### src/rtl/pipe_issue_if.sv
// pipe_issue_if: instruction handshake plus issued operand bundle for pipe_issue.
// master = instruction source / pipeline observer, slave = the issue stage.
interface pipe_issue_if;
  logic        in_valid;
  logic        in_ready;
  logic [23:0] in_instr;
  logic [3:0]  rs1;
  logic [3:0]  rs2;
  logic [3:0]  rd;
  logic [3:0]  func;
  logic [7:0]  addr;
  logic        issue_valid;
  logic [15:0] bubble_cnt;
  logic [15:0] issue_cnt;

  modport master (
    output in_valid, in_instr,
    input  in_ready, rs1, rs2, rd, func, addr, issue_valid, bubble_cnt, issue_cnt
  );

  modport slave (
    input  in_valid, in_instr,
    output in_ready, rs1, rs2, rd, func, addr, issue_valid, bubble_cnt, issue_cnt
  );
endinterface

### src/rtl/pipe_issue.sv
// pipe_issue: buffers packed instructions in a small FIFO and issues one operand
// set per clock to the downstream pipeline, substituting a harmless bubble when
// the FIFO is empty or the head would read a register still in flight.
// Optional feature macro: PIPE_ISSUE_HAZARD_EN (scoreboard + RAW stall).
module pipe_issue #(
  parameter int          DEPTH       = 4,
  parameter logic [3:0]  BUBBLE_RD   = 4'd15,
  parameter logic [7:0]  BUBBLE_ADDR = 8'hFF,
  parameter logic [3:0]  BUBBLE_FUNC = 4'd3
`ifdef PIPE_ISSUE_HAZARD_EN
  ,
  parameter int          HAZ_WIN     = 2
`endif
) (
  input  logic         clk,
  input  logic         rst_n,
  pipe_issue_if.slave  bus
);

  localparam int AW = $clog2(DEPTH);

  typedef struct packed {
    logic [3:0] func;
    logic [3:0] rd;
    logic [3:0] rs1;
    logic [3:0] rs2;
    logic [7:0] addr;
  } instr_t;

  localparam instr_t BUBBLE = '{func: BUBBLE_FUNC, rd: BUBBLE_RD, rs1: BUBBLE_RD,
                                rs2: BUBBLE_RD, addr: BUBBLE_ADDR};

  instr_t        mem_q [DEPTH];
  logic [AW:0]   wr_ptr_q, wr_ptr_d;
  logic [AW:0]   rd_ptr_q, rd_ptr_d;
  instr_t        head;
  logic          full, empty, push, pop, hazard;

  instr_t        out_q, out_d;
  logic          valid_q, valid_d;
  logic [15:0]   bubble_cnt_q, bubble_cnt_d;
  logic [15:0]   issue_cnt_q, issue_cnt_d;

  // The extra pointer MSB separates full (MSBs differ) from empty (pointers equal).
  assign empty = (wr_ptr_q == rd_ptr_q);
  assign full  = (wr_ptr_q[AW] != rd_ptr_q[AW]) &&
                 (wr_ptr_q[AW-1:0] == rd_ptr_q[AW-1:0]);
  assign head  = mem_q[rd_ptr_q[AW-1:0]];
  assign push  = bus.in_valid && !full;
  assign pop   = !empty && !hazard;

`ifdef PIPE_ISSUE_HAZARD_EN
  logic [HAZ_WIN-1:0] sb_v_q;
  logic [3:0]         sb_rd_q [HAZ_WIN];

  // Head stalls if either source matches any in-flight destination.
  always_comb begin
    hazard = 1'b0;
    for (int i = 0; i < HAZ_WIN; i++) begin
      if (sb_v_q[i] && ((sb_rd_q[i] == head.rs1) || (sb_rd_q[i] == head.rs2)))
        hazard = 1'b1;
    end
  end

  // Scoreboard shifts every edge; bubbles and scratch-rd writers enter invalid.
  always_ff @(posedge clk or negedge rst_n) begin
    if (!rst_n) begin
      sb_v_q <= '0;
      for (int i = 0; i < HAZ_WIN; i++) sb_rd_q[i] <= '0;
    end else begin
      sb_v_q[0]  <= pop && (head.rd != BUBBLE_RD);
      sb_rd_q[0] <= head.rd;
      for (int i = 1; i < HAZ_WIN; i++) begin
        sb_v_q[i]  <= sb_v_q[i-1];
        sb_rd_q[i] <= sb_rd_q[i-1];
      end
    end
  end
`else
  // Without the scoreboard the program guarantees dependency spacing.
  assign hazard = 1'b0;
`endif

  // Next-state for pointers, issued word and counters.
  always_comb begin
    wr_ptr_d     = push ? wr_ptr_q + 1'b1 : wr_ptr_q;
    rd_ptr_d     = pop  ? rd_ptr_q + 1'b1 : rd_ptr_q;
    out_d        = pop  ? head : BUBBLE;
    valid_d      = pop;
    issue_cnt_d  = issue_cnt_q;
    bubble_cnt_d = bubble_cnt_q;
    if (pop) begin
      if (issue_cnt_q != 16'hFFFF) issue_cnt_d = issue_cnt_q + 16'd1;
    end else begin
      if (bubble_cnt_q != 16'hFFFF) bubble_cnt_d = bubble_cnt_q + 16'd1;
    end
  end

  // FIFO storage write.
  // NOTE: storage has no reset; an entry is only read after it was written, so
  // clearing it would cost a reset net on every bit for no functional gain.
  always_ff @(posedge clk) begin
    if (push) mem_q[wr_ptr_q[AW-1:0]] <= bus.in_instr;
  end

  // Control and output registers; reset loads the bubble word.
  // NOTE: sequential state uses non-blocking assignment so every register
  // samples pre-edge values regardless of statement order.
  always_ff @(posedge clk or negedge rst_n) begin
    if (!rst_n) begin
      wr_ptr_q     <= '0;
      rd_ptr_q     <= '0;
      out_q        <= BUBBLE;
      valid_q      <= 1'b0;
      bubble_cnt_q <= '0;
      issue_cnt_q  <= '0;
    end else begin
      wr_ptr_q     <= wr_ptr_d;
      rd_ptr_q     <= rd_ptr_d;
      out_q        <= out_d;
      valid_q      <= valid_d;
      bubble_cnt_q <= bubble_cnt_d;
      issue_cnt_q  <= issue_cnt_d;
    end
  end

  assign bus.in_ready    = !full;
  assign bus.rs1         = out_q.rs1;
  assign bus.rs2         = out_q.rs2;
  assign bus.rd          = out_q.rd;
  assign bus.func        = out_q.func;
  assign bus.addr        = out_q.addr;
  assign bus.issue_valid = valid_q;
  assign bus.bubble_cnt  = bubble_cnt_q;
  assign bus.issue_cnt   = issue_cnt_q;

endmodule

### src/flat_wrapper.sv
// flat-port wrapper written by rule: the top's interface ports become plain ports
module pipe_issue_flat 
#(
  parameter int          DEPTH       = 4,
  parameter logic [3:0]  BUBBLE_RD   = 4'd15,
  parameter logic [7:0]  BUBBLE_ADDR = 8'hFF,
  parameter logic [3:0]  BUBBLE_FUNC = 4'd3

)
  (clk, rst_n, bus_in_valid, bus_in_instr, bus_in_ready, bus_rs1, bus_rs2, bus_rd, bus_func, bus_addr, bus_issue_valid, bus_bubble_cnt, bus_issue_cnt);
  pipe_issue_if bus_i ();
  input  logic clk;
  input  logic rst_n;
  input wire logic [$bits(bus_i.in_valid)-1:0] bus_in_valid;
  input wire logic [$bits(bus_i.in_instr)-1:0] bus_in_instr;
  output wire logic [$bits(bus_i.in_ready)-1:0] bus_in_ready;
  output wire logic [$bits(bus_i.rs1)-1:0] bus_rs1;
  output wire logic [$bits(bus_i.rs2)-1:0] bus_rs2;
  output wire logic [$bits(bus_i.rd)-1:0] bus_rd;
  output wire logic [$bits(bus_i.func)-1:0] bus_func;
  output wire logic [$bits(bus_i.addr)-1:0] bus_addr;
  output wire logic [$bits(bus_i.issue_valid)-1:0] bus_issue_valid;
  output wire logic [$bits(bus_i.bubble_cnt)-1:0] bus_bubble_cnt;
  output wire logic [$bits(bus_i.issue_cnt)-1:0] bus_issue_cnt;
  assign bus_i.in_valid = bus_in_valid;
  assign bus_i.in_instr = bus_in_instr;
  assign bus_in_ready = bus_i.in_ready;
  assign bus_rs1 = bus_i.rs1;
  assign bus_rs2 = bus_i.rs2;
  assign bus_rd = bus_i.rd;
  assign bus_func = bus_i.func;
  assign bus_addr = bus_i.addr;
  assign bus_issue_valid = bus_i.issue_valid;
  assign bus_bubble_cnt = bus_i.bubble_cnt;
  assign bus_issue_cnt = bus_i.issue_cnt;
  pipe_issue #(.DEPTH(DEPTH), .BUBBLE_RD(BUBBLE_RD), .BUBBLE_ADDR(BUBBLE_ADDR), .BUBBLE_FUNC(BUBBLE_FUNC)) u_core (.clk(clk), .rst_n(rst_n), .bus(bus_i));
endmodule
### config.mk
export PLATFORM = sky130hd
export DESIGN_NAME = pipe_issue_flat
export DESIGN_NICKNAME = d
export VERILOG_FILES = /design/src/rtl/pipe_issue_if.sv /design/src/rtl/pipe_issue.sv /design/src/flat_wrapper.sv
export SDC_FILE = /design/constraint.sdc
export NUM_CORES = 1
export LEC_CHECK = 0
export BUFFER_PORTS_ARGS = -buffer_cell sky130_fd_sc_hd__buf_2
export CAP_MARGIN = 20
export CORE_MARGIN = 1
export CORE_UTILIZATION = 50
export CTS_CLUSTER_SIZE = 12
export DETAILED_ROUTE_END_ITERATION = 10
export PLACE_DENSITY = 0.73
export SLEW_MARGIN = 10
export SYNTH_ARGS = -nofsm -noshare
export SYNTH_HDL_FRONTEND = slang
export SYNTH_SLANG_ARGS = --single-unit
### constraint.sdc
create_clock -name clk -period 2.3 [get_ports clk]
set_clock_uncertainty 0.1 [all_clocks]
set_input_delay 0.23 -clock clk [delete_from_list [all_inputs] [get_ports clk]]
set_output_delay 0.23 -clock clk [all_outputs]
set_load 0.02 [all_outputs]
; Yosys cells after proc, flatten, opt, wreduce, memory -nomap -nowiden
; Memories as Yosys holds them, arrays and structs flattened.
; Index checks and enable logic that the tools add are counted.
[totals]
register_bits = 63
ramBits = 96
in_bits = 27
out_inout_bits = 58
elab_cells = 30
memories = 1
[memory_table]
columns = memory, depth, word_bits, read_ports, rd_ports_with_merged_regs, wr, line
row1 = u_core.mem_q, 4, 24, 1, 0, 1, pipe_issue.sv:33  ; instr_t mem_q [DEPTH];
[op_classes]
addsub = 4
eq_ne = 5
muxes = 3
bitwise = 1
reduce_logical = 6
[ops]
columns = cell, count
row1 = "adder 16 x 1 -> 16 bit, second input constant", 2
row2 = "inequality test 16 bit, second input constant", 2
row3 = two-way mux 24 bit, 1
row4 = "adder 3 x 1 -> 3 bit, second input constant", 2
row5 = AND reduction 2 bit, 2
row6 = equality test 3 bit, 1
row7 = equality test 2 bit, 1
row8 = logical AND 1 bit, 2
row9 = zero test 1 bit, 2
row10 = two-way mux 1 bit, 2
row11 = inequality test 1 bit, 1
row12 = NOT 1 bit, 1

; Logic depth before layout (Yosys ltp)
[logic_depth]
ltp_word = 6
ltp_mapped = 7
ltp_nobuf = 5

; Worst setup path before layout
; No wires, ideal clock.
[synth_timing]
kind = reg2reg
start = reg u_core.rd_ptr_q[0]
end = mem u_core.mem_q[3][0] (netlist name), enable pin
setup_ns = 0.384
t_arrival_ns = 1.749
t_required_ns = 1.816
path_slack_ns = 0.067
stages_incl_launch_ff = 5
n_path_buf = 1
synth_period_minus_slack_ns = 2.233
cell_sequence = dfrtp_1 -> buf_4 -> xnor2_1 -> a31oi_1 -> and2_1
[synth_between]
elab_chain_cells = 6
[synth_rtl]
columns = item, line
row1 = "start, declared", pipe_issue.sv:35  ; logic [AW:0] rd_ptr_q, rd_ptr_d;
row2 = "start signal, assigned", pipe_issue.sv:119  ; rd_ptr_q <= rd_ptr_d;
row3 = equality test 2 bit, pipe_issue.sv:47  ; (wr_ptr_q[AW-1:0] == rd_ptr_q[AW-1:0]);
row4 = logical AND 1 bit, pipe_issue.sv:46  ; assign full = (wr_ptr_q[AW] != rd_ptr_q[AW]) &&
row5 = zero test 1 bit, pipe_issue.sv:49  ; assign push = bus.in_valid && !full;
row6 = logical AND 1 bit, pipe_issue.sv:49
row7 = two-way mux 1 bit, pipe_issue.sv:103  ; if (push) mem_q[wr_ptr_q[AW-1:0]] <= bus.in_instr;
row8 = two-way mux 1 bit (not written as such), pipe_issue.sv:103
row9 = "end, declared", pipe_issue.sv:33
; No other way between the ends.

; Worst setup path after layout
[layout_timing]
start = reg u_core.bubble_cnt_q[0], in the netlist u_core.bus.bubble_cnt[0]
end = reg u_core.bubble_cnt_q[1], in the netlist u_core.bus.bubble_cnt[1]
[layout_between]
elab_chain_cells = 2
word_cells_on_any_way = 3
cone_classes = add/sub: 1 / eq/ne: 1 / reduce/logical: 1
[layout_rtl]
columns = item, line
row1 = "start, declared", pipe_issue.sv:41  ; logic [15:0] bubble_cnt_q, bubble_cnt_d;
row2 = "start signal, assigned", pipe_issue.sv:122  ; bubble_cnt_q <= bubble_cnt_d;
row3 = "parallel branches: the longest is 2 deep, another holds adder 16 x 1 -> 16 bit", --
; Parallel ways; which one is timed is not known.
; A chain may end at the register's enable or synchronous reset.

==> results.env <==
GRT_USE_TOTAL_PCT=19.51
ANT_NETS=0
STARTPOINT='u_core.bus.bubble_cnt[0]$_DFFE_PN0P_'
PIN_COUNT_OF_THE_BIGGEST_NET_ENTERING_GLOBAL_ROUTING=33
POWER-PER-CELL-AREA_nW_PER_UM2=1310
N_ANTENNA_CELL=0
RUN_STATUS='finished clean'
FIRST_PASS_GRT_WIRE_LENGTH_UM=18640
CLOCK_TREE_BUF_DEPTH=2
SLEW_HEADROOM_PCT=60.23
PLACE.DETAILED.HPWL_UM=7622
YS_TYPES=48
MAX-CAP-VIOLATIONS=0
CTSROOTBUFFERMASTER='clkbuf_16'
SYNTHTOPCELLSBYCOUNT='edfxtp_1 (96), dfrtp_1 (41), mux4_2 (24)'
CRITICAL_PATH_ARRIVAL_NS=2.31
CRITICAL_PATH.MAX_FANOUT=9
SYNTH.CELL_AREA_SQ_UM=6367
MIN_PATH_TYPE='in -> reg'
ANTENNA_FOUND_INITIAL=0
FINISH.INSTANCE_AREA_SQ_UM=7853
MULTIINPUTGATEAREA_SQ_UM=1785
CORE.ROWCOUNT=40
AREAGROWTHSYNTHTOFINISH_PCT=23.32
POST_SYNTH_EDFFS=96
DRIVE_ABOVE_1_SHARE_PCT=43.33
PORTBUFFERS=84
FF2FF_PATH_DEPTH=5
SYNTH_TOP_AREA_SHARE_PCT=45.27
P_LEAK_nW=3.131
SYNTHTOPCELLSBYAREA='edfxtp_1 (45%), dfrtp_1 (16%), dfstp_2 (9.1%), mux4_2 (8.5%), xor2_1 (2.2%)'
CORE_SQ_UM=12210
DESIGN.FINAL.NETS=531
RRSETUPSLACK_NS=0.19
SYNTH.AVG_CELL_AREA_SQ_UM=17.54
PLACEMENT_STAGE_CELL_AREA_SQ_UM=7067
SYNTH_SEQ_CELLS=159
DIE_H_UM=114.9
TIMING.RR.START='u_core.bus.bubble_cnt[0]$_DFFE_PN0P_'
FLOORPLAN.INITIALDENSITY_PCT=52.14
PLACE_INST=621
GRT_PASS1_VIAS=3654
WL_UM=11720
POSTCTSHOLDBUFS=25
CLOCK_SINKS=159
FINALSETUPTNS_NS=0
PEAK_SUPPLY_DROP_mV=0.8508
SYNTH_SEQ_AREA_SHARE_PCT=70.47
CLK_PIN_SLEW_WORST_PATHS_NS=0.06
FIN_HOLD_WS_NS=0.1476
FLOORPLAN.DIE.WIDTH_UM=114.9
FMAXACHIEVABLE_MHz=474.7
TIMING.FINAL.MAX_SLEW_VIOLATIONS=0
CRITPATHREQUIREDTIME_NS=2.51
PRE_CTS_WS_NS=0.2086
SYNTH_TOP_AREA_CELL='edfxtp_1'
STARTPOINT_TO_ENDPOINT_CLASS_OF_THE_CRITICAL_PATH='reg -> reg'
TRITONCTS.NUM_BUFFERS=17
POST-SYNTH-TOP-COUNT-CELL='edfxtp_1'
YOSYSWARNINGCOUNT=0
TIMING.RR.END='u_core.bus.bubble_cnt[1]$_DFFE_PN0P_'
POST_CTS.RESIZED_INSTANCES=0
REGISTER_AREA_SQ_UM=4488
FINAL.SETUP.WORST_SLACK_NS=0.1936
GRT_REMAINING_OVERFLOW=0
FLOORPLAN.DIE_AREA_SQ_UM=13190
FINALSETUPVIOLATIONS=0
WORST-SLEW-PIN-TRANSITION_NS=0.5921
STARTPOINT_TYPE='flip-flop'
POST-ROUTE-DRC-COUNT=0
DR_TOTAL_VIAS=3517
FINAL_PERIOD_MINUS_WORST_SETUP_SLACK_NS=2.106
HTREE_LEVELS=4
NETLIST_INSTANCES=363
SYNTH_NETS=397
SYNTH_ASYNC_SR_FLOP_SHARE_PCT=39.62
PLACE.GP.CONGESTION=0.8419
CTS_TREE='built'
ELEMENT_TYPE_AT_THE_CRITICAL_PATH_END='flip-flop'
LAYOUT.CELLS.NON_FILLER=678
DRT_PRE_ANTENNA_ITERS=4
FINAL_CYCLE_SHARE_PCT=91.58
DRTITER0DRC=271
POST_CTS_BUFFERS=0
FILLERS=905
DETAIL_ROUTE.VIAS_PER_CELL=5.187
RSZ0062_AT_GRT='no'
CLOCK_INSERTION_DELAY_WORST_SKEW_NS=0.42
WIRE_PER_INST_UM=17.29
HOLD_VIOL_FINAL=0
NUM_IO_PINS=85
CRITPATHCAPTURE='u_core.bus.bubble_cnt[1]$_DFFE_PN0P_'
SYNTH_FLOP_CELL='edfxtp_1'
-- worst min path at each step --
stage	startpoint	to	cells past startpoint
6_report	bus_in_valid	u_core.wr_ptr_q[0]$_DFFE_PN0P_	4
5_1_grt	rst_n	u_core.bus.issue_valid$_DFF_PN0_	2
4_1_cts	bus_in_valid	u_core.wr_ptr_q[0]$_DFFE_PN0P_	4
3_5_place_dp	rst_n	u_core.bus.issue_cnt[12]$_DFFE_PN0P_	1
3_3_place_gp	rst_n	u_core.bus.issue_cnt[11]$_DFFE_PN0P_	1
2_1_floorplan	rst_n	u_core.bus.bubble_cnt[0]$_DFFE_PN0P_	0
-- cells by family after synthesis --
| logic type | share of synthesized area [%] |
|---|---|
| fa+ha+maj | 1.375 |
| flops | 70.47 |
| xor+xnor | 4.755 |
| compound gates | 1.710 |
| mux | 9.766 |
| simple gates | 10.43 |
| buf+inv | 1.493 |
-- worst max-delay path: stages, from the launching register on --
cell,delay [ns]
dfrtp_1,0.41
ha_1,0.24
nand4_2,0.19
nor4_4,0.62
nor2_2,0.11
mux2_4,0.31
-- layout make-up --
| cell class | count | area share (%) |
|---|---|---|
| multi-input combinational | 187 | 22.74 |
| clock buffer | 18 | 5.465 |
| timing repair buffer | 126 | 10.33 |
| inverter | 6 | 0.2868 |
| tap | 168 | 2.677 |
| sequential | 159 | 57.15 |
| clock inverter | 14 | 1.354 |
-- registers in the layout (all words and copies together), names as in the netlist --
name	cells
u_core.bus.func	4
u_core.mem_q	96
u_core.wr_ptr_q	3
u_core.bus.bubble_cnt	16
u_core.rd_ptr_q	3
u_core.bus.issue_cnt	16
u_core.bus.addr	8
u_core.bus.rd	4
u_core.bus.rs2	4
u_core.bus.rs1	4
u_core.bus.issue_valid	1
-- per-stage QoR --
step	utilization, %	power [mW]
6_report	64.30	10.29
5_1_grt	64.30	10.83
4_1_cts	64.30	10.41
3_5_place_dp	57.87	7.842
3_3_place_gp	57.87	7.741
2_1_floorplan	-	6.832
-- placed cells by master (no fill, tap or decap), types with 2 or more instances in the layout --
cell type,Yosys,routed
a31oi_1,3,3
and2_1,8,8
and3_1,5,5
buf_2,4,84
buf_4,1,16
clkbuf_16,0,17
clkinv_2,0,4
clkinv_4,0,2
clkinvlp_4,0,3
dfrtp_1,41,40
dfstp_2,22,22
dlygate4sd3_1,0,25
edfxtp_1,96,96
ha_1,7,7
inv_1,5,5
inv_6,0,4
mux2_1,2,2
mux2_2,3,3
mux4_2,24,24
nand2_1,16,16
nand3_1,9,9
nand3b_1,3,3
nand4_1,9,9
nand4_2,2,2
nor2_1,7,7
nor3_1,8,8
nor4_4,2,2
nor4b_2,3,3
o21ai_0,5,5
or2_2,22,22
xnor2_1,13,13
xor2_1,16,16
xor2_2,3,3
-- report_power, final --
group	internal (mW)	leakage, nW	total (mW)	switching, mW
Combinational	1.46	1.23	3.37	1.91
Sequential	4.02	1.64	4.40	0.384
Clock	1.39	0.259	2.52	1.13
-- routing by layer --
| metal | global-route usage, % | part of all wire, % | vias to the layer above |
|---|---|---|---|
| li1 | - | - | 1641 |
| met1 | 23.85 | 42 | 1751 |
| met2 | 32.73 | 52 | 105 |
| met3 | 5.746 | 4.9 | 20 |
| met4 | 7.879 | 1.6 | 0 |
| met5 | 0 | 0 | - |
Power figures use the tool's default switching activity.
